<file path="src/rtl/vga_pkg.sv">
// Shared VGA definitions: RGB332 field layout, default 640x480@60 timing,
// and the helper that locates one sprite's slice inside a packed bus.
package vga_pkg;

    localparam int RGB_R_W = 3;
    localparam int RGB_G_W = 3;
    localparam int RGB_B_W = 2;
    localparam int RGB_W   = RGB_R_W + RGB_G_W + RGB_B_W;

    typedef struct packed {
        logic [RGB_R_W-1:0] r;
        logic [RGB_G_W-1:0] g;
        logic [RGB_B_W-1:0] b;
    } rgb332_t;

    localparam int DEF_H_ACTIVE    = 640;
    localparam int DEF_H_FP        = 16;
    localparam int DEF_H_SYNC      = 96;
    localparam int DEF_H_BP        = 48;
    localparam int DEF_V_ACTIVE    = 480;
    localparam int DEF_V_FP        = 10;
    localparam int DEF_V_SYNC      = 2;
    localparam int DEF_V_BP        = 29;
    localparam int DEF_NUM_SPRITES = 4;
    localparam int DEF_COORD_W     = 11;

    // Bit offset of sprite idx within a bus packed as width bits per sprite.
    function automatic int sprite_lsb(input int idx, input int width);
        return idx * width;
    endfunction

endpackage

</file>
<file path="src/rtl/vga_timing_gen.sv">
// Raster timing: pixel/line counters, raw active-low syncs, visible flag,
// active-area pixel coordinates and the top-of-frame flag.
module vga_timing_gen
    import vga_pkg::*;
#(
    parameter int H_ACTIVE = DEF_H_ACTIVE,
    parameter int H_FP     = DEF_H_FP,
    parameter int H_SYNC   = DEF_H_SYNC,
    parameter int H_BP     = DEF_H_BP,
    parameter int V_ACTIVE = DEF_V_ACTIVE,
    parameter int V_FP     = DEF_V_FP,
    parameter int V_SYNC   = DEF_V_SYNC,
    parameter int V_BP     = DEF_V_BP,
    parameter int COORD_W  = DEF_COORD_W
) (
    input  logic               i_dclk,
    input  logic               i_clr,
    output logic               o_hsync_raw,
    output logic               o_vsync_raw,
    output logic               o_visible,
    output logic               o_frame,
    output logic [COORD_W-1:0] o_px,
    output logic [COORD_W-1:0] o_py
);

    localparam int H_TOTAL = H_SYNC + H_BP + H_ACTIVE + H_FP;
    localparam int V_TOTAL = V_SYNC + V_BP + V_ACTIVE + V_FP;

    // Counters must hold every position of a line/frame without wrapping early.
    if (H_TOTAL >= (1 << COORD_W)) begin : g_bad_h_total
        $error("vga_timing_gen: H_TOTAL does not fit in COORD_W bits");
    end
    if (V_TOTAL >= (1 << COORD_W)) begin : g_bad_v_total
        $error("vga_timing_gen: V_TOTAL does not fit in COORD_W bits");
    end

    localparam logic [COORD_W-1:0] H_LAST    = COORD_W'(H_TOTAL - 1);
    localparam logic [COORD_W-1:0] V_LAST    = COORD_W'(V_TOTAL - 1);
    localparam logic [COORD_W-1:0] H_SYNC_C  = COORD_W'(H_SYNC);
    localparam logic [COORD_W-1:0] V_SYNC_C  = COORD_W'(V_SYNC);
    localparam logic [COORD_W-1:0] H_VIS_BEG = COORD_W'(H_SYNC + H_BP);
    localparam logic [COORD_W-1:0] H_VIS_END = COORD_W'(H_SYNC + H_BP + H_ACTIVE);
    localparam logic [COORD_W-1:0] V_VIS_BEG = COORD_W'(V_SYNC + V_BP);
    localparam logic [COORD_W-1:0] V_VIS_END = COORD_W'(V_SYNC + V_BP + V_ACTIVE);

    logic [COORD_W-1:0] r_hc;
    logic [COORD_W-1:0] r_vc;

    // Pixel counter wraps every line; the line counter steps only on that wrap.
    always_ff @(posedge i_dclk) begin
        // NOTE: non-blocking assignments so every register samples pre-edge values.
        if (i_clr) begin
            r_hc <= '0;
            r_vc <= '0;
        end else if (r_hc == H_LAST) begin
            r_hc <= '0;
            r_vc <= (r_vc == V_LAST) ? '0 : r_vc + COORD_W'(1);
        end else begin
            r_hc <= r_hc + COORD_W'(1);
        end
    end

    // Line order is sync, back porch, active, front porch.
    assign o_hsync_raw = (r_hc >= H_SYNC_C);
    assign o_vsync_raw = (r_vc >= V_SYNC_C);
    assign o_visible   = (r_hc >= H_VIS_BEG) && (r_hc < H_VIS_END) &&
                         (r_vc >= V_VIS_BEG) && (r_vc < V_VIS_END);
    assign o_frame     = (r_hc == '0) && (r_vc == '0);
    assign o_px        = r_hc - H_VIS_BEG;
    assign o_py        = r_vc - V_VIS_BEG;

endmodule

</file>
<file path="src/rtl/vga_sprite_renderer.sv">
// Rectangle-sprite VGA renderer: per-frame shadowed sprite set, priority
// hit test (lowest index wins) and a 2-stage output pipeline.
module vga_sprite_renderer
    import vga_pkg::*;
#(
    parameter int H_ACTIVE    = DEF_H_ACTIVE,
    parameter int H_FP        = DEF_H_FP,
    parameter int H_SYNC      = DEF_H_SYNC,
    parameter int H_BP        = DEF_H_BP,
    parameter int V_ACTIVE    = DEF_V_ACTIVE,
    parameter int V_FP        = DEF_V_FP,
    parameter int V_SYNC      = DEF_V_SYNC,
    parameter int V_BP        = DEF_V_BP,
    parameter int NUM_SPRITES = DEF_NUM_SPRITES,
    parameter int COORD_W     = DEF_COORD_W
) (
    input  logic                           dclk,
    input  logic                           clr,
    input  logic [NUM_SPRITES-1:0]         sprite_en,
    input  logic [NUM_SPRITES*COORD_W-1:0] sprite_x,
    input  logic [NUM_SPRITES*COORD_W-1:0] sprite_y,
    input  logic [NUM_SPRITES*COORD_W-1:0] sprite_x_end,
    input  logic [NUM_SPRITES*COORD_W-1:0] sprite_y_end,
    input  logic [NUM_SPRITES*RGB_W-1:0]   sprite_rgb,
    input  logic [RGB_W-1:0]               bg_rgb,
    output logic                           hsync,
    output logic                           vsync,
    output logic [RGB_R_W-1:0]             red,
    output logic [RGB_G_W-1:0]             green,
    output logic [RGB_B_W-1:0]             blue,
    output logic                           frame_start,
    output logic                           active
);

    if (NUM_SPRITES < 1 || NUM_SPRITES > 16) begin : g_bad_num_sprites
        $error("vga_sprite_renderer: NUM_SPRITES must be 1..16");
    end

    logic               w_hsync_raw;
    logic               w_vsync_raw;
    logic               w_visible;
    logic               w_frame;
    logic [COORD_W-1:0] w_px;
    logic [COORD_W-1:0] w_py;

    vga_timing_gen #(
        .H_ACTIVE(H_ACTIVE), .H_FP(H_FP), .H_SYNC(H_SYNC), .H_BP(H_BP),
        .V_ACTIVE(V_ACTIVE), .V_FP(V_FP), .V_SYNC(V_SYNC), .V_BP(V_BP),
        .COORD_W (COORD_W)
    ) u_timing (
        .i_dclk     (dclk),
        .i_clr      (clr),
        .o_hsync_raw(w_hsync_raw),
        .o_vsync_raw(w_vsync_raw),
        .o_visible  (w_visible),
        .o_frame    (w_frame),
        .o_px       (w_px),
        .o_py       (w_py)
    );

    // Shadow copy of the sprite set; reloaded only at counter position (0,0),
    // which is also the first cycle after clr releases.
    logic [NUM_SPRITES-1:0]         r_sh_en;
    logic [NUM_SPRITES*COORD_W-1:0] r_sh_x;
    logic [NUM_SPRITES*COORD_W-1:0] r_sh_y;
    logic [NUM_SPRITES*COORD_W-1:0] r_sh_x_end;
    logic [NUM_SPRITES*COORD_W-1:0] r_sh_y_end;
    logic [NUM_SPRITES*RGB_W-1:0]   r_sh_rgb;

    // Shadow enables: cleared by clr, reloaded at the top of each frame.
    always_ff @(posedge dclk) begin
        if (clr) begin
            r_sh_en <= '0;
        end else if (w_frame) begin
            r_sh_en <= sprite_en;
        end
    end

    // Shadow bounds and colors, reloaded alongside the enables.
    always_ff @(posedge dclk) begin
        // NOTE: no reset on this wide data; the cleared enables mask it until the first reload.
        if (w_frame) begin
            r_sh_x     <= sprite_x;
            r_sh_y     <= sprite_y;
            r_sh_x_end <= sprite_x_end;
            r_sh_y_end <= sprite_y_end;
            r_sh_rgb   <= sprite_rgb;
        end
    end

    logic [NUM_SPRITES-1:0] w_hit;

    // Inclusive rectangle test per sprite; inverted bounds can never match.
    always_comb begin
        // NOTE: default assigned first so no path leaves w_hit unassigned (no latch).
        w_hit = '0;
        for (int i = 0; i < NUM_SPRITES; i++) begin
            w_hit[i] = r_sh_en[i] &&
                       (w_px >= r_sh_x    [sprite_lsb(i, COORD_W) +: COORD_W]) &&
                       (w_px <= r_sh_x_end[sprite_lsb(i, COORD_W) +: COORD_W]) &&
                       (w_py >= r_sh_y    [sprite_lsb(i, COORD_W) +: COORD_W]) &&
                       (w_py <= r_sh_y_end[sprite_lsb(i, COORD_W) +: COORD_W]);
        end
    end

    logic [NUM_SPRITES-1:0] r_s1_hit;
    logic                   r_s1_vis;
    logic                   r_s1_hs;
    logic                   r_s1_vs;
    logic                   r_s1_frame;
    logic [RGB_W-1:0]       r_s1_bg;

    // Stage 1: hit vector, visibility, raw syncs, frame flag and background color.
    always_ff @(posedge dclk) begin
        if (clr) begin
            r_s1_hit   <= '0;
            r_s1_vis   <= 1'b0;
            r_s1_hs    <= 1'b1;
            r_s1_vs    <= 1'b1;
            r_s1_frame <= 1'b0;
            r_s1_bg    <= '0;
        end else begin
            r_s1_hit   <= w_hit;
            r_s1_vis   <= w_visible;
            r_s1_hs    <= w_hsync_raw;
            r_s1_vs    <= w_vsync_raw;
            r_s1_frame <= w_frame;
            r_s1_bg    <= bg_rgb;
        end
    end

    rgb332_t w_color;

    // Priority pick: lowest-index hit wins, background otherwise, black in blanking.
    always_comb begin
        w_color = rgb332_t'(r_s1_bg);
        for (int i = NUM_SPRITES - 1; i >= 0; i--) begin
            if (r_s1_hit[i]) begin
                w_color = rgb332_t'(r_sh_rgb[sprite_lsb(i, RGB_W) +: RGB_W]);
            end
        end
        if (!r_s1_vis) begin
            w_color = '0;
        end
    end

    logic    r_hsync;
    logic    r_vsync;
    rgb332_t r_color;
    logic    r_frame_start;
    logic    r_active;

    // Stage 2: registered color plus syncs and flags delayed to match.
    always_ff @(posedge dclk) begin
        if (clr) begin
            r_hsync       <= 1'b1;
            r_vsync       <= 1'b1;
            r_color       <= '0;
            r_frame_start <= 1'b0;
            r_active      <= 1'b0;
        end else begin
            r_hsync       <= r_s1_hs;
            r_vsync       <= r_s1_vs;
            r_color       <= w_color;
            r_frame_start <= r_s1_frame;
            r_active      <= r_s1_vis;
        end
    end

    assign hsync       = r_hsync;
    assign vsync       = r_vsync;
    assign red         = r_color.r;
    assign green       = r_color.g;
    assign blue        = r_color.b;
    assign frame_start = r_frame_start;
    assign active      = r_active;

endmodule

</file>
<file path="config.mk">
export PLATFORM = sky130hd
export DESIGN_NAME = vga_sprite_renderer
export DESIGN_NICKNAME = d
export VERILOG_FILES = /design/src/rtl/vga_pkg.sv /design/src/rtl/vga_timing_gen.sv /design/src/rtl/vga_sprite_renderer.sv
export SDC_FILE = /design/constraint.sdc
export NUM_CORES = 1
export LEC_CHECK = 0
export CORE_ASPECT_RATIO = 1.25
export CORE_MARGIN = 1.5
export CORE_UTILIZATION = 48
export DETAILED_ROUTE_END_ITERATION = 16
export PLACE_DENSITY = 0.79
export SYNTH_ARGS = -nofsm -noshare
export SYNTH_HDL_FRONTEND = slang
export SYNTH_SLANG_ARGS = --single-unit
export TNS_END_PERCENT = 100
</file>
<file path="constraint.sdc">
create_clock -name dclk -period 8.25 [get_ports dclk]
set_clock_uncertainty 0.2 [all_clocks]
set_input_delay 1.2375 -clock dclk [delete_from_list [all_inputs] [get_ports dclk]]
set_output_delay 1.2375 -clock dclk [all_outputs]
set_load 0.02 [all_outputs]
</file>
# After elaboration in Yosys (flattened, before gate mapping)
# Index checks and enable logic that the tools add are counted.
# word_totals
inputBits,222
ff_bits,262
output_inout_bits,12
wordCells,79
# classes
order_cmp,22
n_eq_ne,2
reduce_logical,24
addsub,4
mux,5
n_bitwise,1
# ops
cell,n
>= comparator 11 bit,8
<= comparator 11 bit,8
2-to-1 mux 8 bit,4
"adder 11 x 1 -> 11 bit, second input constant",2
"equality test 11 x 10 -> 1 bit, second input constant",2
logical NOT 11 bit,2
logical AND 1 bit,20
">= comparator 11 x 2 -> 1 bit, second input constant",1
">= comparator 11 x 5 -> 1 bit, second input constant",1
">= comparator 11 x 7 -> 1 bit, second input constant",1
">= comparator 11 x 8 -> 1 bit, second input constant",1
"< comparator 11 x 10 -> 1 bit, second input constant",1
"< comparator 11 x 9 -> 1 bit, second input constant",1
2-to-1 mux 11 bit,1
"subtractor 11 x 5 -> 11 bit, second input constant",1
"subtractor 11 x 8 -> 11 bit, second input constant",1
OR reduction 2 bit,2
inverter 1 bit,1

# Depth between registers and ports, before layout
# Gate-level depths: netlist of run 1.
# depth
depth_word,6
ltp_mapped,11

# By module
# A second synthesis of run 1 with hierarchy kept.
# unflattened
cells_unflattened,1114
hier_area_um2,13267.7
# modules_own_cells
mod,area_each_um2,n_inst,cells_each,seq_area_each_um2
vga_sprite_renderer,11775.0,1,929,6886.6
vga_timing_gen,1492.7,1,185,440.4

# Least setup slack after synthesis of run 1
# Ideal clock, no wire load.
# synth_timing
kind,flip-flop to flip-flop
start,register u_timing.r_vc[6]
end,register r_sh_en[0]
t_required_ns,7.923
path_stages_with_launch,7
slack_ns,-0.266
arrival_time_ns,8.188
period_less_slack_ns,8.516
n_path_buf,1
cell_sequence,dfxtp_1 > buf_2 > nor4_4 > nand3_2 > nor4_4 > mux2i_1 > nor2_1
# synth_via
elab_chain_len,2
# synth_rtl
item,line_no,text
from (decl),vga_timing_gen.sv:47,logic [COORD_W-1:0] r_vc;
from (signal assigned),vga_timing_gen.sv:57,r_vc <= (r_vc == V_LAST) ? '0 : r_vc + COORD_W'(1);
logical NOT 11 bit,vga_timing_gen.sv:68,assign o_frame = (r_hc == '0) && (r_vc == '0);
logical AND 1 bit,vga_timing_gen.sv:68,
named net u_timing.o_frame,vga_timing_gen.sv:21,"output logic o_frame,"
to (signal assigned),vga_sprite_renderer.sv:75,r_sh_en <= sprite_en;
to (decl),vga_sprite_renderer.sv:63,logic [NUM_SPRITES-1:0] r_sh_en;
# The timed path passes the listed nets, and every way through them passes these cells.
# A chain may end at the register's enable or synchronous reset.

# Worst setup path in the final report of run 1
# layout_timing
start,register u_timing.r_vc[0]
end,register r_s1_hit[1]
# layout_via
elab_chain_len,4
elab_cells_between_ends,5
classes_between,1 x add/sub; 2 x order compare; 2 x reduce/logical
# layout_rtl
item,line_no,text
subtractor 11 x 5 -> 11 bit *,vga_timing_gen.sv:70,assign o_py = r_vc - V_VIS_BEG;
>= comparator 11 bit,vga_sprite_renderer.sv:101,"(w_py >= r_sh_y [sprite_lsb(i, COORD_W) +: COORD_W]) &&"
logical AND 1 bit,vga_sprite_renderer.sv:100,"(w_px <= r_sh_x_end[sprite_lsb(i, COORD_W) +: COORD_W]) &&"
logical AND 1 bit *,vga_sprite_renderer.sv:101,
to (signal assigned),vga_sprite_renderer.sv:123,r_s1_hit <= w_hit;
to (decl),vga_sprite_renderer.sv:106,logic [NUM_SPRITES-1:0] r_s1_hit;
# Every way passes the cells marked *; elsewhere a longest branch is shown, timed or not.

==> qor.txt, run 1 <==
==================================================================================================
Run status .......................................................................... complete, no violations
Crit-path most repeated cell ........................................................         ha_1
Detailed Routing Iterations Pass 1 ..................................................            5
Cts repair resizes ..................................................................            0
Layout fillers ......................................................................         2042
Maximum fanout along the worst path .................................................           12
Most frequent cells in the layout ................................................... clkdlybuf4s50_1 (233), edfxtp_1 (208), ha_1 (183)
Static power due to leakage .........................................................      7.10 nW
Placed cell areas ...................................................................    15900 µm²
Worst hold-check slack ..............................................................     0.225 ns
Register-to-Register Setup Slack ....................................................      4.50 ns
Via density per instance ............................................................         5.32
Number of warnings issued by yosys ..................................................            0
Worst-case vdd ir drop ..............................................................       145 µV
DR iter-0 viols .....................................................................          438
Number of antenna violations at the first check in global routing ...................            0
Clock buffer count from CTS .........................................................           27
Grt total ovfl ......................................................................            0
Total setup buffers inserted after CTS ..............................................            0
Slew Limit Fails ....................................................................            0
Maximum number of pins on one net before global-route repair ........................           79
Post-synth EDFFs ....................................................................          208
Number of flip-flops and latches in the synthesized netlist .........................          262
Mean routed wirelength per cell .....................................................      18.1 µm
Clock tree from TritonCTS ...........................................................          yes
Critical path launch point type .....................................................         flop
Synth async-reset ratio .............................................................           0%
Count of H-tree levels built during CTS .............................................            1
Flip-flop cell with the highest count after synthesis ...............................     edfxtp_1
Relative slew margins ...............................................................        25.4%
Total power density per cell area ...................................................   200 nW/µm²
Total routing usage reported by global routing ......................................        21.7%
Hold buffers post-CTS ...............................................................            0
Max-capacitance violation count .....................................................            0
Cell with the largest stage delay on the worst path .................................      dfxtp_2
Number of buffers on the longest clock path .........................................            3
Final setup violation count .........................................................            0
Die span in x .......................................................................       151 µm
Area enclosed by the die boundary ...................................................    28400 µm²
Synth Net Count .....................................................................         1497
Highest achievable clock rate .......................................................      266 MHz
Design Area, Final ..................................................................    16900 µm²
Number of standard cells after synthesis ............................................         1090
Total Wirelength ....................................................................     30800 µm
Starting density of the core ........................................................        48.9%
# nets final ........................................................................         1748
Hold WC Path Type ................................................................... flop to flop
Sum of net half-perimeters after detailed placement .................................     22800 µm
Vertical extent of the die ..........................................................       188 µm
Vias in the first global route ......................................................         9246
Period utilization ..................................................................        45.5%
Residual antenna-violating net count after detailed routing .........................            0
Cell area after synthesis ...........................................................    13200 µm²
Data arrival time of the critical path ..............................................      3.96 ns
Antenna cells .......................................................................            0
Critical path class ................................................................. flop to flop
Number of I/O pins ..................................................................          234
Global routing usage on met2 ........................................................        39.0%
Slowest cell delay on critical path .................................................      0.54 ns
Critical Path RT ....................................................................      8.46 ns
Clock transition time at the flip-flop clock pins of the worst setup and hold paths .      0.06 ns
Signed area change from the synthesized netlist to the final layout .................        28.4%
Met3 Resource Use GR ................................................................        2.57%
Routing usage on met1 ...............................................................        26.7%
Placement Rows ......................................................................           67
Distinct cell type count after synthesis ............................................           62
Count of endpoints failing hold in the final timing report ..........................            0
Setup tns final .....................................................................         0 ns
First-pass GRT wire length ..........................................................     47300 µm
Buffer cell driving the clock tree root .............................................    clkbuf_16
Ordered list of cells on the worst path ............................................. ha_1 > nand4_1 > nand2_1 > nor2_1 > xor2_1 > ha_1 > a211o_1 > a21oi_1 > o221ai_1 > o31a_1 > a2111oi_0
Routed vias .........................................................................         9072
Setup repair after global routing missed its margin .................................           no
Min Tclk post-route .................................................................      3.75 ns
Slew at the pin with the worst max-slew slack .......................................      1.11 ns
Fraction of the yosys area taken by sequential cells ................................        55.6%
Placeable core area .................................................................    26900 µm²
Number of clock sinks ...............................................................          262
GR peak layer .......................................................................         met2
Latest clock arrival within the worst-skew pair .....................................      0.54 ns
RD Place Congestion .................................................................        0.900
Mean Syn Cell Area ..................................................................     12.1 µm²
Commonest non-fill, non-tap cell in the layout ...................................... clkdlybuf4s50_1
Drt drc .............................................................................            0
Element type at the critical path end ...............................................         flop
Share of post-route cells with drive strength above 1 ...............................        5.51%
Buffers added on ports ..............................................................          233
==================================================================================================
per-layer routing:
metal  vias to the layer above  wire length, µm
li1                       4429                -
met1                      4306            12600
met2                       285            15800
met3                        52             1620
met4                         0              807
met5                         -                0
critical path: cells and delay by family (launching register included):
kind,cells,cell delay [ns]
flip-flops,1,0.54
XOR/XNOR,1,0.54
adder cells (fa/ha/maj),2,0.68
AND/OR/NAND/NOR,3,0.39
AO/OA/AOI/OAI,5,1.25
cell type report:
class / count / area (µm²) / share of cell area (%)
multi-input combinational: 637 / 5150 / 30.5
timing repair buffer: 240 / 2380 / 14.1
clock inverter: 22 / 282 / 1.67
tap: 345 / 432 / 2.55
inverter: 173 / 652 / 3.86
sequential: 262 / 7330 / 43.4
clock buffer: 27 / 676 / 4.00
cell usage after synthesis, types with 3 or more instances:
library cell,count,area [µm²]
a2111o_1,3,33.8
o21ai_0,40,200
inv_1,173,649
dfxtp_1,54,1080
and3_1,9,56.3
and2_1,10,62.6
nand3b_1,7,52.6
xor2_1,14,123
edfxtp_1,208,6250
or3_1,3,18.8
nand2b_1,8,50.1
mux2i_1,21,210
nand2_1,43,161
o211ai_1,4,30.0
nor2b_1,20,125
ha_1,185,2310
a31oi_1,11,68.8
nor3_1,15,75.1
a21o_1,15,113
nor4_1,10,62.6
and4_1,3,26.3
o31ai_1,4,30.0
a21oi_1,51,255
clkbuf_1,12,45.0
xnor2_1,12,105
o21a_1,4,30.0
nand4_1,25,156
nand3_1,25,125
a211oi_1,11,82.6
nor2_1,45,169
buf_2,4,20.0
cell families (layout without fill, tap and decap cells):
kind of cell / count (synthesis) / in the layout / share of synthesized area (%)
muxes: 21 / 21 / 1.60
buffers and inverters: 191 / 462 / 5.60
AOI/OAI and AO/OA: 167 / 167 / 7.97
adders and majority gates: 185 / 185 / 17.6
and+or+nand+nor: 238 / 238 / 9.90
DFF: 262 / 262 / 55.6
xor gates and xnor gates: 26 / 26 / 1.73
registers in the layout (all words and copies together) (netlist names), 2 cells and up:
register       count
blue               2
green              3
r_s1_bg            8
r_s1_hit           4
r_sh_en            4
r_sh_rgb          32
r_sh_x            44
r_sh_x_end        44
r_sh_y            44
r_sh_y_end        44
red                3
u_timing.r_hc     11
u_timing.r_vc     11
through the flow:
| stage | cells | util (%) | worst slack (ns) | total power [mW] |
|---|---|---|---|---|
| 2_1_floorplan | 1090 | - | -0.0464 | 1.90 |
| 3_3_place_gp | 1657 | 59.3 | 4.56 | 2.07 |
| 3_5_place_dp | 1657 | 59.3 | 4.58 | 2.09 |
| 4_1_cts | 1706 | 62.8 | 4.53 | 3.40 |
| 5_1_grt | 1706 | 62.8 | 4.31 | 3.51 |
| 6_report | 1706 | 62.8 | 4.50 | 3.37 |
report_power, final:
part | switching (mW) | internal (mW)
logic | 0.234 | 0.209
clock network | 0.521 | 0.789
registers | 0.0412 | 1.58
path summary, 6_finish.rpt:
kind	startpoint	to	depth (start not counted)
max	u_timing.r_vc[0]$_SDFFE_PP0P_	r_s1_hit[1]$_SDFF_PP0_	11
max reg2reg	u_timing.r_vc[0]$_SDFFE_PP0P_	r_s1_hit[1]$_SDFF_PP0_	11
min reg2reg	r_s1_vs$_SDFF_PP1_	vsync$_SDFF_PP1_	1
min	r_s1_vs$_SDFF_PP1_	vsync$_SDFF_PP1_	1
(Power assumes the default switching activity.)
==> inputs of run 2 (changes only) <==
--- a/config.mk
+++ b/config.mk
@@ -7,9 +7,9 @@
 export LEC_CHECK = 0
 export CORE_ASPECT_RATIO = 1.25
 export CORE_MARGIN = 1.5
-export CORE_UTILIZATION = 48
+export CORE_UTILIZATION = 53
 export DETAILED_ROUTE_END_ITERATION = 16
-export PLACE_DENSITY = 0.79
+export PLACE_DENSITY = 0.82
 export SYNTH_ARGS = -nofsm -noshare
 export SYNTH_HDL_FRONTEND = slang
 export SYNTH_SLANG_ARGS = --single-unit
==> constraint.sdc (replaced) <==
create_clock -name dclk -period 3.6 [get_ports dclk]
set_clock_uncertainty 0.2 [all_clocks]
set_input_delay 0.54 -clock dclk [delete_from_list [all_inputs] [get_ports dclk]]
set_output_delay 0.54 -clock dclk [all_outputs]
set_load 0.02 [all_outputs]
==> run 2 against run 1 <==
Die area decreased by 9.3%. Global-route usage increased by 2.5 points. Critical path type unchanged. Via count about the same.
==> qor.txt, run 2 (synthesized netlist as in run 1, its figures left out) <==
==================================================================================================
Run status .......................................................................... complete, no violations
Number of I/O pins ..................................................................          234   unchanged
Sum of net half-perimeters after detailed placement .................................     23200 µm   +1.6%
Metal2 WL ...........................................................................     16100 µm   +1.9%
Critical path class ................................................................. flop to flop
Number of antenna violations at the first check in global routing ...................            1   +1
Number of buffers on the longest clock path .........................................            3   unchanged
Setup repair after global routing missed its margin .................................           no
Detailed Routing Iterations Pass 1 ..................................................            5   unchanged
Total routing usage reported by global routing ......................................        24.2%   +2.5 points
Data arrival time of the critical path ..............................................      3.54 ns   -0.42 ns
Area enclosed by the die boundary ...................................................    25800 µm²   -9.3%
Die span in x .......................................................................       144 µm   -4.7%
Maximum number of pins on one net before global-route repair ........................          121   +53%
Commonest non-fill, non-tap cell in the layout ...................................... clkdlybuf4s50_1
Buffers added on ports ..............................................................          233   unchanged
Grt total ovfl ......................................................................            0   unchanged
Signed area change from the synthesized netlist to the final layout .................        28.9%
Vertical extent of the die ..........................................................       179 µm   -4.8%
Final setup violation count .........................................................            0   unchanged
Register-to-Register Setup Slack ....................................................      0.25 ns   -4.24 ns
Design Area, Final ..................................................................    17000 µm²   +0.41%
# nets final ........................................................................         1760   +0.69%
Worst-case vdd ir drop ..............................................................       427 µV   +200%
Total power density per cell area ...................................................   445 nW/µm²   +120%
Highest achievable clock rate .......................................................      299 MHz   +12%
Buffer cell driving the clock tree root .............................................    clkbuf_16
Element type at the critical path end ...............................................         flop
First-pass GRT wire length ..........................................................     47200 µm   -0.26%
WL met3 .............................................................................      1810 µm   +12%
Critical R2R Launch ................................................................. u_timing.r_hc[4]$_SDFF_PP0_
Routed vias .........................................................................         9076   +0.044%
Clock transition time at the flip-flop clock pins of the worst setup and hold paths .      0.06 ns   about the same
RD Place Congestion .................................................................        0.915   +1.7%
Setup tns final .....................................................................         0 ns   unchanged
Cells on worst reg2reg path .........................................................           12   +1
Critical Path RT ....................................................................      3.80 ns   -4.66 ns
Detailed-route wire length on metal 1 ...............................................     11900 µm   -5.9%
Number of clock sinks ...............................................................          262   unchanged
Placed Cells ........................................................................         1653   -0.24%
Hold WC Path Type ................................................................... flop to flop
Total Wirelength ....................................................................     30900 µm   +0.33%
Count of endpoints failing hold in the final timing report ..........................            0   unchanged
Starting density of the core ........................................................        53.9%   +5.0 points
Most frequent cells in the layout ................................................... clkdlybuf4s50_1 (233), edfxtp_1 (208), ha_1 (183)
Cell depth of the worst min-delay path ..............................................            1   unchanged
Hold-critical path endpoint ......................................................... vsync$_SDFF_PP1_
Via density per instance ............................................................         5.32   about the same
Maximum fanout along the worst path .................................................           11   -1
Placeable core area .................................................................    24400 µm²   -9.2%
Residual antenna-violating net count after detailed routing .........................            0   unchanged
Max-capacitance violation count .....................................................            0   unchanged
Pre-CTS setup slack .................................................................     0.137 ns   -4.44 ns
Highest layer used for signal routing ...............................................         met4
Endpoint of the lowest-slack register-to-register path .............................. r_s1_hit[2]$_SDFF_PP0_
Clock tree from TritonCTS ...........................................................          yes
Static power due to leakage .........................................................      7.16 nW   +0.77%
Post-route worst setup slack ........................................................     0.253 ns   -4.24 ns
Mean routed wirelength per cell .....................................................      18.1 µm   +0.27%
Clock buffer count from CTS .........................................................           28   +3.7%
Finished Layout Cells ...............................................................         1707   +0.059%
Share of post-route cells with drive strength above 1 ...............................        6.25%   +0.74 points
Latest clock arrival within the worst-skew pair .....................................      0.54 ns   about the same
DR iter-0 viols .....................................................................          442   +0.91%
Slew Limit Fails ....................................................................            0   unchanged
Min Tclk post-route .................................................................      3.35 ns   -0.408 ns
Placed cell areas ...................................................................    16000 µm²   +0.56%
Start point of the worst min-delay path ............................................. r_s1_vs$_SDFF_PP1_
Count of H-tree levels built during CTS .............................................            1   unchanged
Placement Rows ......................................................................           64   -4.5%
Vias in the first global route ......................................................         9354   +1.2%
Relative slew margins ...............................................................        31.4%   +6.0 points
Critical path launch point type .....................................................         flop
Layout fillers ......................................................................         1730   -15%
Period utilization ..................................................................        93.0%   +47 points
Slew at the pin with the worst max-slew slack .......................................      1.02 ns   -0.0900 ns
Drt drc .............................................................................            0   unchanged
==================================================================================================
[run 2: cell types whose count changed in the layout (fill, tap and decap cells not counted), sizes merged]
cell	change
inv	-2
clkinv	-1
diode	+2
clkbuf	+12
bufinv	-4
buf	+11
clkinvlp	-2
[run 2: cell type report]
| cell class | count | area [µm²] | area share [%] |
|---|---|---|---|
| Clock inverter | 13 | 125 | 0.737 |
| Tap cell | 330 | 413 | 2.43 |
| Clock buffer | 39 | 793 | 4.67 |
| Timing Repair Buffer | 251 | 2490 | 14.7 |
| Inverter | 173 | 652 | 3.84 |
| Sequential cell | 262 | 7330 | 43.2 |
| Antenna cell | 2 | 5.00 | 0.0295 |
| Multi-Input combinational cell | 637 | 5160 | 30.4 |
[run 2: power breakdown]
group | total, mW | switching [mW] | internal, mW
clock network | 2.83 | 1.15 | 1.68
logic | 1.02 | 0.533 | 0.489
registers | 3.71 | 0.0894 | 3.62
total | 7.56 | 1.77 | 5.79
[run 2: timing repair]
action	CTS	global route
gates resized for setup	0	2
endpoints found under the hold margin	0	0
setup endpoints to repair	0	4
buffers inserted	0	0
hold buffers	0	0
[run 2: worst max path at each step]
stage	to	slack [ns]	from
6_report	r_s1_hit[2]$_SDFF_PP0_	0.25	u_timing.r_hc[4]$_SDFF_PP0_
5_1_grt	r_s1_hit[1]$_SDFF_PP0_	0.11	u_timing.r_vc[1]$_SDFFE_PP0P_
4_1_cts	r_s1_hit[1]$_SDFF_PP0_	0.09	u_timing.r_vc[1]$_SDFFE_PP0P_
3_5_place_dp	r_s1_hit[1]$_SDFF_PP0_	0.14	u_timing.r_vc[1]$_SDFFE_PP0P_
3_3_place_gp	r_s1_hit[2]$_SDFF_PP0_	0.22	u_timing.r_hc[4]$_SDFF_PP0_
2_1_floorplan	r_sh_en[0]$_SDFFE_PP0P_	-4.70	u_timing.r_vc[7]$_SDFFE_PP0P_
[run 2: metal layers]
metal,GRT usage [%],vias up
met5,0,-
met4,10.3,0
met3,4.30,59
met2,43.7,280
met1,28.0,4279
li1,-,4458
[run 2: worst max-delay path, cell delays in order, from the launching register on]
cell      delay [ns]
dfxtp_1         0.38
inv_4           0.20
ha_4            0.16
nand2b_1        0.16
a211oi_1        0.32
xor2_1          0.10
buf_4           0.19
ha_1            0.33
nand2_1         0.06
o21ai_0         0.24
nor4_1          0.09
nor3_1          0.65
nor4_1          0.11
[run 2: through the flow]
stage	utilization, %	hold WS [ns]	power, mW
CTS	69.4	0.216	7.62
global route	69.5	0.226	7.87
floorplan	-	0.189	4.34
detailed placement	65.7	0.200	4.79
finish	69.5	0.212	7.56
global placement	65.7	0.197	4.74
